$ cat config.mk
export PLATFORM = sky130hd
export DESIGN_NAME = cbus_arbiter
export DESIGN_NICKNAME = d
export VERILOG_FILES = /design/src/rtl/cbus_arbiter_pkg.sv /design/src/rtl/cbus_arbiter_rr_picker.sv /design/src/rtl/cbus_arbiter.sv
export SDC_FILE = /design/constraint.sdc
export NUM_CORES = 1
export LEC_CHECK = 0
export ABC_AREA = 1
export CAP_MARGIN = 25
export CORE_AREA = 2 2 132 134
export CTS_BUF_LIST = sky130_fd_sc_hd__clkbuf_4
export DETAILED_ROUTE_END_ITERATION = 10
export DIE_AREA = 0 0 134 136
export PLACE_DENSITY = 0.46
export SLEW_MARGIN = 10
export SYNTH_ARGS = -nofsm -noshare
export SYNTH_HDL_FRONTEND = slang
export SYNTH_SLANG_ARGS = --single-unit
export TNS_END_PERCENT = 100
$ cat constraint.sdc
create_clock -name clk -period 1.8 [get_ports clk]
set_clock_uncertainty 0.15 [all_clocks]
set_input_delay 0.27 -clock clk [delete_from_list [all_inputs] [get_ports clk]]
set_output_delay 0.27 -clock clk [all_outputs]
set_load 0.01 [all_outputs]
$ cat src/rtl/cbus_arbiter_pkg.sv
// Shared CBus request/response types plus the small helpers used by the arbiter.
// The types are plain packed structs, so any CBus block can route them as opaque words.
package cbus_arbiter_pkg;

  localparam int CBUS_MAX_INPUTS = 8;

  typedef struct packed {
    logic        valid;
    logic        is_write;
    logic [1:0]  size;
    logic [31:0] addr;
    logic [3:0]  strobe;
    logic [31:0] data;
    logic [7:0]  len;
  } cbus_req_t;

  typedef struct packed {
    logic        ready;
    logic        last;
    logic [31:0] data;
  } cbus_resp_t;

  typedef enum logic {
    ST_IDLE = 1'b0,
    ST_BUSY = 1'b1
  } arb_state_e;

  // Single-step modulo: callers never exceed 2*n-1.
  function automatic int rr_wrap(input int v, input int n);
    return (v >= n) ? (v - n) : v;
  endfunction

endpackage

$ cat src/rtl/cbus_arbiter_rr_picker.sv
// Combinational round-robin picker: first set bit of valid at or after rr_ptr, wrapping.
// Zero latency; found=0 when no requester is valid.
module cbus_arbiter_rr_picker
  import cbus_arbiter_pkg::*;
#(
  parameter int N  = 2,
  parameter int IW = $clog2(N)
) (
  input  logic [N-1:0]  valid,
  input  logic [IW-1:0] rr_ptr,
  output logic          found,
  output logic [IW-1:0] winner
);

  logic [2*N-1:0] rotated;

  always_comb begin
    // Doubling the vector lets a plain shift implement the wrap-around scan.
    rotated = {valid, valid} >> rr_ptr;
    found   = 1'b0;
    winner  = '0;
    for (int k = 0; k < N; k++) begin
      if (!found && rotated[k]) begin
        found  = 1'b1;
        winner = IW'(rr_wrap(int'(rr_ptr) + k, N));
      end
    end
  end

endmodule

$ cat src/rtl/cbus_arbiter.sv
// Round-robin CBus arbiter granting whole transactions; valid at t -> oreq at t+1, one dead cycle after last.
// Non-granted requesters see ready=0 and must hold their request; the grant is held until ready&&last.
module cbus_arbiter
  import cbus_arbiter_pkg::*;
#(
  parameter int NUM_INPUTS = 2
) (
  input  logic                          clk,
  input  logic                          resetn,
  input  cbus_req_t                     ireqs  [NUM_INPUTS],
  output cbus_resp_t                    iresps [NUM_INPUTS],
  output cbus_req_t                     oreq,
  input  cbus_resp_t                    oresp,
  output logic                          grant_busy,
  output logic [$clog2(NUM_INPUTS)-1:0] grant_index
);

  localparam int IW = $clog2(NUM_INPUTS);

  arb_state_e            state_q, state_d;
  logic [IW-1:0]         index_q, index_d;
  logic [IW-1:0]         rr_ptr_q, rr_ptr_d;
  logic [NUM_INPUTS-1:0] req_vld;
  logic                  pick_found;
  logic [IW-1:0]         pick_winner;

  always_comb begin
    req_vld = '0;
    for (int i = 0; i < NUM_INPUTS; i++) begin
      req_vld[i] = ireqs[i].valid;
    end
  end

  cbus_arbiter_rr_picker #(
    .N  (NUM_INPUTS),
    .IW (IW)
  ) u_rr_picker (
    .valid  (req_vld),
    .rr_ptr (rr_ptr_q),
    .found  (pick_found),
    .winner (pick_winner)
  );

  always_comb begin
    state_d  = state_q;
    index_d  = index_q;
    rr_ptr_d = rr_ptr_q;
    case (state_q)
      ST_IDLE: begin
        if (pick_found) begin
          state_d = ST_BUSY;
          index_d = pick_winner;
        end
      end
      ST_BUSY: begin
        // index_q stays put after completion so debug shows the last grantee.
        if (oresp.ready && oresp.last) begin
          state_d  = ST_IDLE;
          rr_ptr_d = IW'(rr_wrap(int'(index_q) + 1, NUM_INPUTS));
        end
      end
      default: state_d = ST_IDLE;
    endcase
  end

  always_ff @(posedge clk) begin
    if (!resetn) begin
      state_q  <= ST_IDLE;
      index_q  <= '0;
      rr_ptr_q <= '0;
    end else begin
      state_q  <= state_d;
      index_q  <= index_d;
      rr_ptr_q <= rr_ptr_d;
    end
  end

  always_comb begin
    oreq = '0;
    for (int i = 0; i < NUM_INPUTS; i++) begin
      iresps[i] = '0;
      if (state_q == ST_BUSY && index_q == IW'(i)) begin
        oreq      = ireqs[i];
        iresps[i] = oresp;
      end
    end
  end

  assign grant_busy  = (state_q == ST_BUSY);
  assign grant_index = index_q;

endmodule

[Word level (Yosys, flattened, before mapping)]
Cells that the tools add are included.
Word-level totals
  register bits: 3
  input port bits: 196
  logic and storage cells: 35
  output and inout port bits: 150
Cells by class
  bitwise operators: 2
  shift operators: 1
  add/subtract/negate cells: 5
  mux-type cells: 14
  reduce and logical (&&, ||, !) cells: 7
  magnitude comparators: 3
Operators with widths (count)
  2-to-1 mux 80 bit: 2
  2-to-1 mux 34 bit: 2
  2-to-1 mux 1 bit: 9
  adder 1 x 1 -> 2 bit (second input constant): 2
  >= comparator 2 bit (second input constant): 2
  logical AND 1 bit: 4
  AND reduction 2 bit: 2
  >> shifter 4 x 1 -> 2 bit: 1
  subtractor 1 bit (second input constant): 3
  >= comparator 1 x 2 -> 1 bit (second input constant): 1
  NOT 1 bit: 2
  one-hot mux 1 bit (2 select lines): 1
  zero test 1 bit: 1

[Logic depth before layout (Yosys ltp)]
  depth after elaboration: 7
  depth in mapped cells: 6

[By module]
A second synthesis with hierarchy kept.
Second synthesis, totals
  cells, all modules: 399
  area total of the unflattened synthesis: 1700.4 um^2
By module, submodules not included
  cbus_arbiter: cells each 395, area an instance 1681.6 um^2, times used 1
  cbus_arbiter_rr_picker: cells each 4, area an instance 18.8 um^2, times used 1

[Worst setup path after synthesis]
No wires, ideal clock.
  kind: register to output
  start: register state_q, in the netlist grant_busy
  end: output port iresps[10] (netlist name)
  stages on the path, launching flop included: 5
  data arrival time: 1.020 ns
  slack: 0.360 ns
  cell sequence: dfxtp_1 -> buf_2 -> nand2_2 -> buf_2 -> nor2_1
RTL lines
  start: declaration: line cbus_arbiter.sv:20  | arb_state_e state_q, state_d;
  start signal: assignment: line cbus_arbiter.sv:72  | state_q <= state_d;
  end: declaration: line cbus_arbiter.sv:11  | output cbus_resp_t iresps [NUM_INPUTS],

==> metrics.json <==
{
  "io_pins": 346,
  "final-hold-violation-count": 0,
  "grt_antenna_before_repair": 0,
  "critical_path_required_ns": 1.38,
  "syn-instance-count": 398,
  "met2RoutedLength_microns": 7700,
  "rsz0062_at_grt": "yes",
  "worst-path-max-fanout": 8,
  "synthesis.nets": 594,
  "grt_pass1_wl_microns": 20700,
  "layout.cells.most_common_list": "sky130_fd_sc_hd__clkdlybuf4s50_1, sky130_fd_sc_hd__nand2_1, sky130_fd_sc_hd__buf_2, sky130_fd_sc_hd__nand3_1, sky130_fd_sc_hd__nor2_1",
  "tritoncts": "yes",
  "num_rows": 48,
  "finalWorstSetupSlack_ns": -0.0425,
  "crit_type": "flop to output port",
  "drc": 0,
  "total_congestion_overflow": 0,
  "wire_per_inst_microns": 14.9,
  "floorplan.die_area_sq_um": 18200,
  "maxUsedRoutingLayer": "met4",
  "fin_crit_ns": 1.84,
  "dp_slack_ns": -0.224,
  "insertedDiodeCount": 0,
  "ant_nets": 0,
  "slew_viol_final": 0,
  "drt-met1-wl_microns": 5590,
  "place.detailed.hpwl_microns": 10800,
  "cts-htree-levels": 1,
  "avgViaCountPerCell": 3.93,
  "final_cells": 985,
  "slew-limit-headroom": 0.831,
  "post-route-util": 0.340,
  "cts_made_buffers": 3,
  "clkSinkCount": 3,
  "synth.ff_latch_count": 3,
  "cp.arrival_ns": 1.42,
  "cts_root_buffer": "sky130_fd_sc_hd__clkbuf_4",
  "die_w_microns": 134,
  "distinct_cells_synth": 11,
  "routed-wl-met3_microns": 1360,
  "first_global_vias": 3858,
  "layout.cells.most_common": "sky130_fd_sc_hd__clkdlybuf4s50_1",
  "achievable-frequency_mhz": 543,
  "report.final.setup_viol": 30,
  "violations": "negative setup slack",
  "vdd.ir_drop.worst_mv": 0.115,
  "layout.area.seq_sq_um": 67.6,
  "end_kind": "output port",
  "status": "finished with violations",
  "area_growth_pct": 234,
  "drive_gt1_frac": 0.341,
  "first_iter_violations": 126,
  "worst_skew_pair.late_latency_ns": 0.23,
  "die_height_microns": 136,
  "grt_max_degree": 56,
  "io_buffers": 345,
  "hold_path.class": "flop to flop",
  "n_fill_cell": 1862,
  "synth_area_per_cell_sq_um": 4.32,
  "core-area_sq_um": 16900,
  "ys_warn_count": 0,
  "critPathLaunchType": "flop",
  "multi_input_area_sq_um": 1540,
  "timing_worst_slew_pin_value_ns": 0.253,
  "num-nets-final": 957,
  "clock_path_buffers": 2,
  "dp.cells": 960,
  "total_leakage_power_nw": 3.04,
  "post_cts_hold_buffer_count": 0,
  "syn-cell-area_sq_um": 1720,
  "gpl.final_weighted_congestion": 0.804,
  "global_route_total_usage_across_every_layer": 0.143,
  "p_per_cell_area_nw_per_um2": 306,
  "min_period_over_period": 1.02,
  "path_clk_slew_ns": 0.04,
  "effective_utilization_at_floorplan": 0.102,
  "drtPass1Iterations": 4,
  "cap_violations": 0,
  "yosysSeqAreaShare": 0.0350,
  "count_of_vias_placed_by_the_detailed_router": 3867,
  "totalWireLength_microns": 14700
}
## critical path, cell delays in order, from the launching register on
cell                        delay [ns]
sky130_fd_sc_hd__dfxtp_4          0.37
sky130_fd_sc_hd__inv_4            0.04
sky130_fd_sc_hd__nor2_4           0.12
sky130_fd_sc_hd__buf_12           0.17
sky130_fd_sc_hd__buf_12           0.11
sky130_fd_sc_hd__clkbuf_16        0.15
sky130_fd_sc_hd__nand2_2          0.05
sky130_fd_sc_hd__nand2_1          0.05
sky130_fd_sc_hd__buf_2            0.13
## repair_timing
action,in CTS,in global routing
gates cloned,6,3
gates resized for setup,569,116
setup buffers,11,3
setup endpoints to repair,150,131
pin swaps,1,10
## logic make-up (layout without fill, tap and decap cells)
kind of cell	Yosys count	after routing	synth area share
AND/OR/NAND/NOR	321	321	0.765
buffers and inverters	72	434	0.194
flip-flops	3	3	0.0350
AO/OA/AOI/OAI	2	2	0.00583
## sequential cells by signal, indices dropped and copies added, names as in the netlist
signal	count
rr_ptr_q	1
grant_index	1
grant_busy	1
## per-layer routing
layer  GRT usage  up-vias
li1            -     1935
met1       0.160     1713
met2       0.277      213
met3      0.0369        6
met4      0.0201        0
met5           0        -
## Yosys cell counts
cell / count / area, sq um
sky130_fd_sc_hd__nand3_1: 83 / 415
sky130_fd_sc_hd__inv_1: 37 / 139
sky130_fd_sc_hd__buf_2: 24 / 120
sky130_fd_sc_hd__dfxtp_1: 3 / 60.1
sky130_fd_sc_hd__nor2_2: 1 / 6.26
sky130_fd_sc_hd__buf_4: 9 / 67.6
sky130_fd_sc_hd__inv_2: 2 / 7.51
sky130_fd_sc_hd__nand2_1: 166 / 623
sky130_fd_sc_hd__a21oi_1: 2 / 10.0
sky130_fd_sc_hd__nor2_1: 70 / 263
sky130_fd_sc_hd__nand2_2: 1 / 6.26
## layout make-up
type / count / area share
Sequential cell: 3 / 0.0118
Multi-Input combinational cell: 323 / 0.269
Clock buffer: 4 / 0.00524
Tap cell: 225 / 0.0491
Timing Repair Buffer: 391 / 0.638
Inverter: 39 / 0.0264
## power breakdown
part           internal, mW  total (mW)  switching (mW)
Clock                0.0981       0.134          0.0359
Sequential           0.0706      0.0764         0.00581
Combinational         0.886        1.55           0.659
Total                  1.05        1.76           0.701
## metrics by stage
| step | power (mW) | hold WS [ns] | TNS (ns) | instance area [sq um] |
|---|---|---|---|---|
| floorplan | 0.511 | 0.244 | 0 | 1720 |
| global placement | 1.49 | 0.305 | -15.26 | 5560 |
| detailed placement | 1.49 | 0.314 | -15.72 | 5560 |
| CTS | 1.65 | 0.321 | -1.42 | 5450 |
| global route | 1.88 | 0.343 | -5.86 | 5730 |
| finish | 1.76 | 0.318 | -0.541 | 5730 |
## final timing paths
path / depth (start not counted) / from / endpoint / slack (ns)
worst max-delay path: 8 / grant_busy / oreq[42] / -0.04
worst min-delay path: 2 / rr_ptr_q / rr_ptr_q / 0.32
worst max register to register: 8 / grant_busy / rr_ptr_q / 0.36
worst min register to register: 2 / rr_ptr_q / rr_ptr_q / 0.32
No activity file was read; power rests on OpenSTA's default activity.
